--- src/rtl/exc_collect.sv ---
// MEM-stage exception collector: merges exception flags, synchronised interrupts
// and ERET into one prioritised, registered report for the CP0 register block.
//
// state  | meaning
// RUN    | evaluating the MEM instruction each cycle
// SQUASH | flush from the last report still draining; reports suppressed
module exc_collect #(
  parameter int SYNC_STAGES   = 2,
  parameter int SQUASH_CYCLES = 2,
  parameter int ERET_BLANK    = 3
) (
  input  logic        clk,
  input  logic        rst_n,
  input  logic        inst_valid_i,
  input  logic [31:0] pc_i,
  input  logic        in_delay_i,
  input  logic [31:0] mem_addr_i,
  input  logic        exc_fetch_adel_i,
  input  logic        exc_ri_i,
  input  logic        exc_ov_i,
  input  logic        exc_syscall_i,
  input  logic        exc_break_i,
  input  logic        exc_load_adel_i,
  input  logic        exc_store_ades_i,
  input  logic        eret_i,
  input  logic [5:0]  int_raw_i,
  input  logic [31:0] cp0_status_i,
  input  logic [31:0] cp0_cause_i,
  input  logic        cp0_we_i,
  input  logic [4:0]  cp0_waddr_i,
  input  logic [31:0] cp0_wdata_i,
  output logic [4:0]  exccode_o,
  output logic [31:0] pc_o,
  output logic        in_delay_o,
  output logic [31:0] badvaddr_o,
  output logic [5:0]  int_sync_o,
  output logic        mem_cancel_o,
  output logic        busy_o
);

  localparam logic [4:0] CODE_INT  = 5'h00;
  localparam logic [4:0] CODE_ADEL = 5'h04;
  localparam logic [4:0] CODE_ADES = 5'h05;
  localparam logic [4:0] CODE_SYS  = 5'h08;
  localparam logic [4:0] CODE_BP   = 5'h09;
  localparam logic [4:0] CODE_RI   = 5'h0a;
  localparam logic [4:0] CODE_OV   = 5'h0c;
  localparam logic [4:0] CODE_NONE = 5'h10;
  localparam logic [4:0] CODE_ERET = 5'h11;

  localparam logic [2:0] SQ_LOAD    = 3'(SQUASH_CYCLES);
  localparam logic [2:0] BLANK_LOAD = 3'(ERET_BLANK);

  localparam logic [4:0] ADDR_STATUS = 5'd12;
  localparam logic [4:0] ADDR_CAUSE  = 5'd13;

  typedef enum logic {
    ST_RUN,
    ST_SQUASH
  } state_t;

  state_t state_q, state_d;
  logic [2:0] sq_cnt_q, sq_cnt_d;
  logic [2:0] blank_cnt_q, blank_cnt_d;

  logic [SYNC_STAGES-1:0][5:0] sync_q;

  logic [31:0] st_eff;
  logic [1:0]  sw_ip;
  logic [7:0]  ip_eff;
  logic        int_pend;

  logic [4:0]  cand;
  logic [31:0] cand_bad;
  logic        cand_bad_we;

  logic unused_ok;

  // Plain shift chain; only the last stage is ever observed.
  always_ff @(posedge clk) begin
    if (!rst_n) begin
      sync_q <= '0;
    end else begin
      sync_q <= {sync_q[SYNC_STAGES-2:0], int_raw_i};
    end
  end

  assign int_sync_o = sync_q[SYNC_STAGES-1];

  // An MTC0 in flight must affect the interrupt decision in the same cycle.
  assign st_eff   = (cp0_we_i && cp0_waddr_i == ADDR_STATUS) ? cp0_wdata_i : cp0_status_i;
  assign sw_ip    = (cp0_we_i && cp0_waddr_i == ADDR_CAUSE) ? cp0_wdata_i[9:8] : cp0_cause_i[9:8];
  assign ip_eff   = {int_sync_o, sw_ip};
  assign int_pend = st_eff[0] && !st_eff[1] && (|(ip_eff & st_eff[15:8])) &&
                    (blank_cnt_q == 3'd0);

  assign unused_ok = ^{st_eff[31:16], st_eff[7:2], cp0_cause_i[31:10], cp0_cause_i[7:0]};

  always_comb begin
    cand        = CODE_NONE;
    cand_bad    = 32'd0;
    cand_bad_we = 1'b0;
    if (state_q == ST_RUN && inst_valid_i) begin
      if (int_pend) begin
        cand = CODE_INT;
      end else if (exc_fetch_adel_i) begin
        cand        = CODE_ADEL;
        cand_bad    = pc_i;
        cand_bad_we = 1'b1;
      end else if (exc_ri_i) begin
        cand = CODE_RI;
      end else if (exc_ov_i) begin
        cand = CODE_OV;
      end else if (exc_syscall_i) begin
        cand = CODE_SYS;
      end else if (exc_break_i) begin
        cand = CODE_BP;
      end else if (exc_load_adel_i) begin
        cand        = CODE_ADEL;
        cand_bad    = mem_addr_i;
        cand_bad_we = 1'b1;
      end else if (exc_store_ades_i) begin
        cand        = CODE_ADES;
        cand_bad    = mem_addr_i;
        cand_bad_we = 1'b1;
      end else if (eret_i) begin
        cand = CODE_ERET;
      end
    end
  end

  assign mem_cancel_o = (cand != CODE_NONE) || (state_q == ST_SQUASH);
  assign busy_o       = (state_q == ST_SQUASH);

  always_comb begin
    state_d  = state_q;
    sq_cnt_d = sq_cnt_q;
    if (state_q == ST_RUN) begin
      if (cand != CODE_NONE) begin
        state_d  = ST_SQUASH;
        sq_cnt_d = SQ_LOAD;
      end
    end else begin
      sq_cnt_d = (sq_cnt_q == 3'd0) ? 3'd0 : sq_cnt_q - 3'd1;
      if (sq_cnt_q <= 3'd1) begin
        state_d = ST_RUN;
      end
    end
  end

  // Blanking runs independently of the FSM so it also counts through SQUASH.
  always_comb begin
    blank_cnt_d = (blank_cnt_q == 3'd0) ? 3'd0 : blank_cnt_q - 3'd1;
    if (cand == CODE_ERET) begin
      blank_cnt_d = BLANK_LOAD;
    end
  end

  always_ff @(posedge clk) begin
    if (!rst_n) begin
      state_q     <= ST_RUN;
      sq_cnt_q    <= 3'd0;
      blank_cnt_q <= 3'd0;
    end else begin
      state_q     <= state_d;
      sq_cnt_q    <= sq_cnt_d;
      blank_cnt_q <= blank_cnt_d;
    end
  end

  always_ff @(posedge clk) begin
    if (!rst_n) begin
      exccode_o  <= CODE_NONE;
      pc_o       <= 32'd0;
      in_delay_o <= 1'b0;
      badvaddr_o <= 32'd0;
    end else begin
      exccode_o  <= cand;
      pc_o       <= pc_i;
      in_delay_o <= in_delay_i;
      if (cand_bad_we) begin
        badvaddr_o <= cand_bad;
      end
    end
  end

endmodule

--- config.mk ---
export PLATFORM = sky130hd
export DESIGN_NAME = exc_collect
export DESIGN_NICKNAME = d
export VERILOG_FILES = /design/src/rtl/exc_collect.sv
export SDC_FILE = /design/constraint.sdc
export NUM_CORES = 1
export LEC_CHECK = 0
export CORE_ASPECT_RATIO = 1.1
export CORE_MARGIN = 2
export CORE_UTILIZATION = 28
export CTS_CLUSTER_DIAMETER = 100
export DETAILED_ROUTE_END_ITERATION = 10
export GPL_TIMING_DRIVEN = 0
export PLACE_DENSITY = 0.73
export SLEW_MARGIN = 20
export SYNTH_ARGS = -nofsm -noshare
export SYNTH_HDL_FRONTEND = slang
export SYNTH_SLANG_ARGS = --single-unit
--- constraint.sdc ---
create_clock -name clk -period 5.9 [get_ports clk]
set_clock_uncertainty 0.05 [all_clocks]
set_input_delay 1.475 -clock clk [delete_from_list [all_inputs] [get_ports clk]]
set_output_delay 1.475 -clock clk [all_outputs]
set_load 0.02 [all_outputs]
== After elaboration in Yosys (flattened, before gate mapping) ==
Index checks and enable logic that the tools add are counted.
Storage, ports and cells
  bits of input ports: 184
  register bits: 89
  logic and storage cells: 71
  output and inout bits: 78
Operators by class
  $lt $le $gt $ge: 1
  muxes and demuxes: 38
  reduce and logical (&&, ||, !) cells: 13
  equal/unequal tests: 4
  bitwise operators: 3
  add/subtract/negate cells: 2
Operators by type and width (count)
  two-way mux 32 bit: 9
  two-way mux 5 bit: 9
  two-way mux 16 bit: 1
  two-way mux 1 bit: 13
  equality test 5 x 4 -> 1 bit (second input constant): 2
  two-way mux 3 bit: 3
  bitwise AND 8 bit: 1
  OR reduction 8 bit: 1
  logical AND 1 bit: 6
  zero test 3 bit: 2
  two-way mux 2 bit: 3
  subtractor 3 x 1 -> 3 bit (second input constant): 2
  equality test 5 bit (second input constant): 1
  != test 5 bit (second input constant): 1
  less-or-equal comparator 3 x 1 -> 1 bit (second input constant): 1
  OR reduction 3 bit: 1
  inverter 1 bit: 2
  nonzero test 2 bit: 1
  zero test 1 bit: 1
  logical OR 1 bit: 1

== Logic depth before layout (Yosys ltp) ==
Gate-level depths: netlist of run 1.
  depth after elaboration: 13
  gate-level depth with buffers: 7
  gate-level depth less buffers: 6

== Least setup slack after synthesis of run 1 ==
OpenSTA, ideal clock, no wires.
  kind: input-to-output
  from: input exc_fetch_adel_i
  to: output mem_cancel_o
  arrival time: 2848 ps
  path buffers: 0
  required time: 4375 ps
  stages: 5
  path slack: 1527 ps
  path through: or4_4 > o21bai_4 > nor3b_2 > o2bb2ai_2 > a31oi_2
Between the ends
  word-level cells in the longest chain between the ends: 5
Ends and longest elaborated chain
  from (decl): line 18  | input logic exc_fetch_adel_i,
  two-way mux 5 bit: line 106  | end else if (exc_fetch_adel_i) begin
  two-way mux 5 bit: line 104  | if (int_pend) begin
  two-way mux 5 bit: line 103  | if (state_q == ST_RUN && inst_valid_i) begin
  != test 5 bit: line 132  | assign mem_cancel_o = (cand != CODE_NONE) || (state_q == ST_SQUASH);
  logical OR 1 bit: line 132
  to (decl): line 37  | output logic mem_cancel_o,
No other way between the ends.

== Final worst setup path of run 1 ==
  from: input exc_syscall_i
  to: output mem_cancel_o
Between the ends
  word-level cells in the longest chain between the ends: 8
Ends and longest elaborated chain
  from (decl): line 21  | input logic exc_syscall_i,
  two-way mux 5 bit: line 114  | end else if (exc_syscall_i) begin
  two-way mux 5 bit: line 112  | end else if (exc_ov_i) begin
  two-way mux 5 bit: line 110  | end else if (exc_ri_i) begin
  two-way mux 5 bit: line 106
  two-way mux 5 bit: line 104
  two-way mux 5 bit: line 103
  != test 5 bit: line 132
  logical OR 1 bit: line 132
No other way between the ends.

==> summary.txt, run 1 <==
status = complete, no violations
Yosys cell types = 50
Worst setup EP type = primary output
Tcrit/Tclk final = 92.17%
instance count on the critical path = 7
Finished Core Util = 47.67%
PwrDens = 259.3 nW/µm²
Crit-path slowest cell = clkdlybuf4s50_1
prevailing post-synth register cell = dfxtp_1
reg2reg setup slack = 4020 ps
post-synthesis cell area = 3689 µm²
Non-Filler Instances = 735
first-pass GRT wire length = 17.59 mm
logic gate share of total power = 19.5%
Worst EP arrival = 3910 ps
clk sinks = 89
CP Launch Type = primary input
Slew Viols, Final = 0
crit path to = mem_cancel_o
cell taking the most area after synthesis = dfxtp_1
GRT Overall Usage = 15.87%
DRT iter0 DRCs = 131
Max IR drop VDD = 0.0001707 V
sw power = 0.3868 mW
Max Cap Violations = 0
Initial Util = 28.93%
flops & latches, synth = 89
Top delay family on crit path = buffers and inverters
layout cells sized above 1 = 7.612%
die height = 124.4 µm
Routed Antenna Nets = 0
Pleak = 2.397 nW
GRT busiest layer = met2
Hold/Removal Path Class = reg -> reg
CORE AREA = 12750 µm²
I/O pin cnt = 262
Setup TNS Final = 0 ps
WP buf/inv = 2
M3 GR Usage = 5.645%
crit path from = exc_syscall_i
M1 GR Usage = 18.19%
Post-DP HPWL = 8.821 mm
Inserted Diodes = 0
clock slew at reported path FFs = 60 ps
CP Data Required Time = 4380 ps
CTS Buf Count = 9
global route overflow = 0
RR Endpoint = badvaddr_o[9]
clk buf depth = 2
drt first pass iters = 6
Die X = 113.4 µm
Worst Path Max Fanout = 4
Clk Latency, worst-skew pair = 340 ps
per-cell routed wire length = 15.11 µm
fin crit period = 5438 ps
Flop pwr share = 41.4%
# rows = 43
Fmax achieved = 183.9 MHz
Post-synth EDFFs = 0
Hold-fix buffers, CTS = 0
setup repair bufs after CTS = 0
post_cts resized = 0
setup violators final = 0
Top cell by count, worst path = clkdlybuf4s50_1
DR vias/cell = 4.592
worst setup path class = in -> out
M2 GR Usage = 27.05%
share of synthesized registers carrying an async set or reset = 0%
htree depth = 3
DRC viols = 0
RSZ-0062 raised after global routing = no
Total Routed Length = 11.10 mm
Final Total Pwr = 1.576 mW
clock root buffer = clkbuf_16
ranking of synthesized cells by area = dfxtp_1 48%, mux2i_1 9.0%, and2_1 7.8%, a22o_1 7.6%, nand2_1 7.1%
crit path cell chain = clkdlybuf4s50_1, or4_4, o21bai_4, nor3b_2, o2bb2ai_2, a31oi_2, clkdlybuf4s50_1
Mapped Cells = 375
IO buf count = 187
clock power share = 39.1%
Syn-to-layout area delta = 64.79%
nets@finish = 758
CTS tree = built
commonest non-fill, non-tap cell in the layout = clkdlybuf4s50_1
# placed instances = 719
crit-path max cell delay = 660 ps
Sw Share = 24.54%
initial antenna violation count = 0
register area share after synthesis = 48.30%
routability cong. = 0.8084
yosys warns = 0
number of global-route vias before repair = 3505
worst-margin pin slew = 572.4 ps
Worst Reg-to-Reg Cells = 7
Synth Net Count = 560
final hold vios = 0
RR Startpoint = blank_cnt_q[1]
largest net degree at the start of global routing = 15
min-delay src = sync_q[3]
Pint = 1.189 mW
total number of vias = 3375
Rel. slew slack = 61.84%
Die ar. = 14110 µm²
most frequent cells in the layout = 187 x clkdlybuf4s50_1, 89 x dfxtp_1, 70 x nand2_1
post-synth top area share = 48.30%
synthesized area per cell = 9.836 µm²
## cells in the mapped netlist (2+ instances only)
| master | number |
|---|---|
| and2_1 | 46 |
| o21ai_0 | 5 |
| nor4_4 | 2 |
| nand2b_1 | 3 |
| nor4_1 | 2 |
| a21oi_1 | 6 |
| nor3_1 | 3 |
| nand3_1 | 2 |
| nand2_1 | 70 |
| a22o_1 | 32 |
| o21bai_1 | 2 |
| nand4_1 | 4 |
| o21ai_1 | 3 |
| dfxtp_1 | 89 |
| mux2i_1 | 33 |
| buf_6 | 3 |
| buf_4 | 6 |
| nor2_1 | 8 |
| buf_2 | 3 |
| o22ai_1 | 2 |
| clkbuf_1 | 16 |
| inv_1 | 5 |
| a22oi_1 | 3 |
## metal layers
layer / vias to the layer above / share of wire [%]
met5: - / 0
met4: 0 / 1.5
met3: 12 / 7.1
met2: 112 / 49
met1: 1554 / 42
li1: 1697 / -
## power groups by stage
stage / Clock, mW / Sequential [mW] / Combinational (mW)
after floorplan: 0 / 0.696 / 0.115
after global placement: 0 / 0.663 / 0.305
after detailed placement: 0 / 0.665 / 0.310
after CTS: 0.636 / 0.652 / 0.312
after global routing: 0.660 / 0.655 / 0.331
final: 0.616 / 0.652 / 0.308
## through the flow
step                cell area (µm²)  hold WS (ps)  setup WS, ps
floorplan                      3689         361.9          1527
global placement               5757         364.8         482.4
detailed placement             5757         369.3         469.3
CTS                            6078         382.6         462.4
global route                   6078         389.5         327.3
finish                         6078         381.0         462.0
## how the worst min path moves through the flow
stage / slack [ps] / to / depth (start not counted)
final: 380 / int_sync_o[3] / 1
after global routing: 390 / int_sync_o[0] / 1
after CTS: 380 / int_sync_o[4] / 1
after detailed placement: 370 / int_sync_o[2] / 1
after global placement: 360 / int_sync_o[5] / 1
after floorplan: 360 / int_sync_o[0] / 1
## sequential cells by signal (all words and copies together), names as in the netlist
signal,count
int_sync_o,6
busy_o,1
blank_cnt_q,3
pc_o,32
sync_q,6
exccode_o,5
badvaddr_o,32
sq_cnt_q,3
in_delay_o,1
## logic make-up after synthesis
| family | synth area share (%) |
|---|---|
| flip-flops | 48.30 |
| AND/OR/NAND/NOR | 22.52 |
| AO/OA/AOI/OAI | 14.48 |
| buffers and inverters | 4.681 |
| multiplexers | 9.668 |
| adder cells (fa/ha/maj) | 0.3392 |
## final cells by class
cell class | instances | area (µm²)
buffer | 28 | 153.9
clock buffer | 11 | 242.7
clock inverter | 5 | 78.83
fill | 1179 | 6673
inverter | 5 | 18.77
multi-input combinational | 253 | 1734
sequential | 89 | 1782
tap | 157 | 196.4
timing repair buffer | 187 | 1872
Note: power is estimated with default switching activity, not from simulation.
==> run 2: changes to the inputs <==
--- a/config.mk
+++ b/config.mk
@@ -11,7 +11,7 @@
 export CTS_CLUSTER_DIAMETER = 100
 export DETAILED_ROUTE_END_ITERATION = 10
 export GPL_TIMING_DRIVEN = 0
-export PLACE_DENSITY = 0.73
+export PLACE_DENSITY = 0.67
 export SLEW_MARGIN = 20
 export SYNTH_ARGS = -nofsm -noshare
 export SYNTH_HDL_FRONTEND = slang
==> run 2 against run 1 <==
- routed wire length is 1.0% higher
- clock-buffer cell count unchanged
- non-clock buffer count stayed put
- cell count unchanged
- setup slack got worse by 20 ps
- sequential power is essentially flat
- largest cell class unchanged
==> summary.txt, run 2 (synthesis results as in run 1) <==
status = complete, no violations
DR vias/cell = 4.619
die height = 124.4 µm
clk buf depth = 2
Inserted Diodes = 0
htree depth = 3
final hold vios = 0
CP Launch Type = primary input
DRT iter0 DRCs = 138
per-cell routed wire length = 15.26 µm
Pleak = 2.384 nW
setup violators final = 0
RSZ-0062 raised after global routing = no
Setup TNS Final = 0 ps
crit-path max cell delay = 660 ps
CP Data Required Time = 4380 ps
Post-DP HPWL = 8.925 mm
CTS tree = built
Max IR drop VDD = 0.0001464 V
CTS Buf Count = 9
Finished Core Util = 47.60%
Worst Path Max Fanout = 4
Tcrit/Tclk final = 92.51%
clk sinks = 89
setup repair bufs after CTS = 0
Die ar. = 14110 µm²
# rows = 43
PwrDens = 257.4 nW/µm²
Storage cell area = 1782 µm²
layout cells sized above 1 = 7.439%
CORE AREA = 12750 µm²
clock root buffer = clkbuf_16
Fillers = 1233
routability cong. = 0.8560
Final Total Pwr = 1.562 mW
clock slew at reported path FFs = 60 ps
largest net degree at the start of global routing = 15
Initial Util = 28.93%
Slew Viols, Final = 0
Fmax achieved = 183.2 MHz
crit path cell chain = clkdlybuf4s50_1, or4_4, o21bai_4, nor3b_2, o2bb2ai_2, a31oi_2, clkdlybuf4s50_1
DRC viols = 0
Routed Antenna Nets = 0
I/O pin cnt = 262
Multi-input gate area = 1734 µm²
Hold-fix buffers, CTS = 0
worst setup path class = in -> out
GRT Overall Usage = 15.84%
number of global-route vias before repair = 3619
Clk Latency, worst-skew pair = 330 ps
post_cts resized = 0
Top cell by count, worst path = clkdlybuf4s50_1
drt first pass iters = 4
first-pass GRT wire length = 17.92 mm
most frequent cells in the layout = 187 x clkdlybuf4s50_1, 89 x dfxtp_1, 70 x nand2_1
Worst setup EP type = primary output
Die X = 113.4 µm
Rel. slew slack = 61.77%
IO buf count = 187
commonest non-fill, non-tap cell in the layout = clkdlybuf4s50_1
Max Cap Violations = 0
initial antenna violation count = 0
Worst EP arrival = 3930 ps
global route overflow = 0
Syn-to-layout area delta = 64.55%
Hold Crit Depth = 1
Total Routed Length = 11.21 mm
Top Registers = badvaddr_o x32, pc_o x32
nets@finish = 758
total number of vias = 3395
Crit-path slowest cell = clkdlybuf4s50_1
Hold/Removal Path Class = reg -> reg
Worst Reg-to-Reg Cells = 7
worst-margin pin slew = 573.5 ps
fin crit period = 5458 ps
[run 2: cell types whose count changed in the layout (fill, tap and decap cells not counted), sizes merged]
cell and change:
clkinv -2, clkinvlp +2
[run 2: cell type report]
class / count / share of cell area (%)
flip-flops and latches: 89 / 29.35
plain buffers: 28 / 2.536
inverters: 5 / 0.3092
clock inverters: 5 / 1.319
repair buffers: 187 / 30.84
well taps: 157 / 3.236
multi-input cells: 253 / 28.57
clock buffers: 11 / 3.834
[run 2: through the flow]
step                setup WS (ps)  hold slack [ps]  instance area, µm²  cells
global route                258.7            402.8                6070    735
CTS                         433.6            380.6                6070    735
detailed placement          441.4            366.9                5757    719
global placement            477.2            366.3                5757    719
finish                      441.8            380.4                6070    735
floorplan                    1527            361.9                3689    375
[run 2: final timing paths]
| check | from | end | slack, ps |
|---|---|---|---|
| min reg2reg | sync_q[3] | int_sync_o[3] | 380 |
| max reg2reg | blank_cnt_q[0] | badvaddr_o[23] | 4010 |
| min | sync_q[3] | int_sync_o[3] | 380 |
| max | exc_syscall_i | mem_cancel_o | 440 |
[run 2: critical path: cells and delay by family]
family | cells | cell delay, ps
AO/OA/AOI/OAI | 3 | 600
buffers and inverters | 2 | 1110
AND/OR/NAND/NOR | 2 | 740
[run 2: routing by layer]
layer	track usage, %	up-vias	wire, µm
met4	5.093	0	194
met3	4.672	14	826
met1	18.66	1573	4749
met5	0	-	0
li1	-	1691	-
met2	27.40	117	5443
[run 2: power breakdown]
group | leakage, nW | internal, mW | switching [mW]
combinational | 1.51 | 0.172 | 0.138
clock | 0.146 | 0.371 | 0.230
sequential | 0.732 | 0.636 | 0.0157
total | 2.38 | 1.18 | 0.384
==> run 3: changes to the inputs <==
--- a/config.mk
+++ b/config.mk
@@ -5,12 +5,14 @@
 export SDC_FILE = /design/constraint.sdc
 export NUM_CORES = 1
 export LEC_CHECK = 0
-export CORE_ASPECT_RATIO = 1.1
+export ABC_CLOCK_PERIOD_IN_PS = 5900
+export CORE_ASPECT_RATIO = 0.9
 export CORE_MARGIN = 2
 export CORE_UTILIZATION = 28
 export CTS_CLUSTER_DIAMETER = 100
 export DETAILED_ROUTE_END_ITERATION = 10
 export GPL_TIMING_DRIVEN = 0
+export MAX_ROUTING_LAYER = met4
 export PLACE_DENSITY = 0.67
 export SLEW_MARGIN = 20
 export SYNTH_ARGS = -nofsm -noshare
==> run 3 against run 2 <==
- total power decreased by 3.2%
- clock power decreased by 8.0%
- die area about the same
- design area decreased by 0.41%
- critical endpoint unchanged
- flip-flop and latch count unchanged
- critical path depth unchanged
- via count increased by 1.8%
- sequential share of layout area increased by 0.12 points
- cell count increased by 0.82%
==> summary.txt, run 3 (synthesis results as in run 1) <==
status = complete, no violations
Initial Util = 28.85%
final worst setup slack = 458.4 ps
Rel. slew slack = 60.89%
global route overflow = 0
reg2reg setup slack = 4090 ps
post_cts resized = 0
die height = 112.9 µm
RR Endpoint = badvaddr_o[29]
instance count on the critical path = 7
Worst Path Max Fanout = 4
final hold vios = 0
Top cell by count, worst path = clkdlybuf4s50_1
Worst Reg-to-Reg Cells = 7
crit path from = exc_syscall_i
setup repair bufs after CTS = 0
highest routed layer = met4
clock root buffer = clkbuf_16
Worst EP arrival = 3920 ps
DP Worst Slack = 480.5 ps
Syn-to-layout area delta = 63.87%
crit path cell chain = clkdlybuf4s50_1, or4_4, o21bai_4, nor3b_2, o2bb2ai_2, a31oi_2, clkdlybuf4s50_1
Max IR drop VDD = 0.0001818 V
DRT iter0 DRCs = 98
worst setup path class = in -> out
CTS Buf Count = 9
Clk Latency, worst-skew pair = 340 ps
CORE AREA = 12780 µm²
RR Startpoint = blank_cnt_q[1]
sw power = 0.3792 mW
logic gate share of total power = 20.3%
Max Cap Violations = 0
layout cells sized above 1 = 7.106%
drt first pass iters = 6
CTS tree = built
crit path to = mem_cancel_o
WP buf/inv = 2
DR vias/cell = 4.663
clock slew at reported path FFs = 60 ps
Die X = 125.0 µm
Crit-path slowest cell = clkdlybuf4s50_1
# placed instances = 726
Setup TNS Final = 0 ps
DRC viols = 0
M1 WL = 4.991 mm
CP Launch Type = primary input
routed length on met3 = 529 µm
Inserted Diodes = 0
first-pass GRT wire length = 18.22 mm
Non-Filler Instances = 741
crit-path max cell delay = 680 ps
CP Data Required Time = 4380 ps
Routed Antenna Nets = 0
Hold-fix buffers, CTS = 0
Total Routed Length = 11.35 mm
largest net degree at the start of global routing = 14
Flop pwr share = 43.1%
per-cell routed wire length = 15.31 µm
commonest non-fill, non-tap cell in the layout = clkdlybuf4s50_1
Fillers = 1233
Sw Share = 25.08%
Worst setup EP type = primary output
worst-margin pin slew = 586.6 ps
Post-DP HPWL = 8.949 mm
Tcrit/Tclk final = 92.23%
nets@finish = 758
clock power share = 36.6%
routed wl met2 = 5.626 mm
number of global-route vias before repair = 3627
routability cong. = 0.8299
htree depth = 3
Hold/Removal Path Class = reg -> reg
IO buf count = 187
clk buf depth = 2
PwrDens = 250.1 nW/µm²
Die ar. = 14110 µm²
I/O pin cnt = 262
Top Registers = badvaddr_o x32, pc_o x32
Pleak = 2.371 nW
Slew Viols, Final = 0
Pint = 1.133 mW
setup violators final = 0
RSZ-0062 raised after global routing = no
GRT Overall Usage = 16.88%
# rows = 39
initial antenna violation count = 0
total number of vias = 3455
Fmax achieved = 183.8 MHz
most frequent cells in the layout = 187 x clkdlybuf4s50_1, 89 x dfxtp_1, 70 x nand2_1
Top delay family on crit path = buffers and inverters
clk sinks = 89
fin crit period = 5442 ps
run 3: power groups by stage:
stage	clock network, mW	registers, mW	logic [mW]
after detailed placement	0	0.666	0.310
after global routing	0.595	0.656	0.332
after global placement	0	0.664	0.305
final	0.553	0.652	0.307
after CTS	0.571	0.653	0.311
after floorplan	0	0.696	0.115
run 3: final cells by class:
class	count	area, µm²	share of cell area, %
multi-input cells	253	1734	28.69
inverters	5	18.77	0.3105
repair buffers	187	1872	30.97
well taps	164	205.2	3.395
plain buffers	28	153.9	2.546
clock buffers	12	236.5	3.912
clock inverters	3	42.54	0.7038
flip-flops and latches	89	1782	29.48
run 3: per-stage QoR:
step | power, mW | util [%] | hold WS [ps] | area (µm²)
3_3_place_gp | 0.9698 | 45.10 | 365.2 | 5766
6_report | 1.512 | 47.28 | 380.4 | 6045
3_5_place_dp | 0.9754 | 45.10 | 370.0 | 5766
2_1_floorplan | 0.8103 | - | 361.9 | 3689
5_1_grt | 1.583 | 47.28 | 405.3 | 6045
4_1_cts | 1.535 | 47.28 | 382.4 | 6045
run 3: worst min path at each step:
| stage | startpoint | endpoint | slack (ps) | depth (start not counted) |
|---|---|---|---|---|
| after global placement | sync_q[0] | int_sync_o[0] | 370 | 1 |
| final | sync_q[4] | int_sync_o[4] | 380 | 1 |
| after floorplan | sync_q[0] | int_sync_o[0] | 360 | 1 |
| after global routing | sync_q[2] | int_sync_o[2] | 410 | 1 |
| after CTS | sync_q[4] | int_sync_o[4] | 380 | 1 |
| after detailed placement | sync_q[5] | int_sync_o[5] | 370 | 1 |
run 3: per-layer routing:
layer  vias to the layer above  global-route usage [%]
li1                       1693                       -
met1                      1646                   19.49
met2                       104                   28.41
met3                        12                   4.492
met4                         0                   6.148
met5                         -                       -
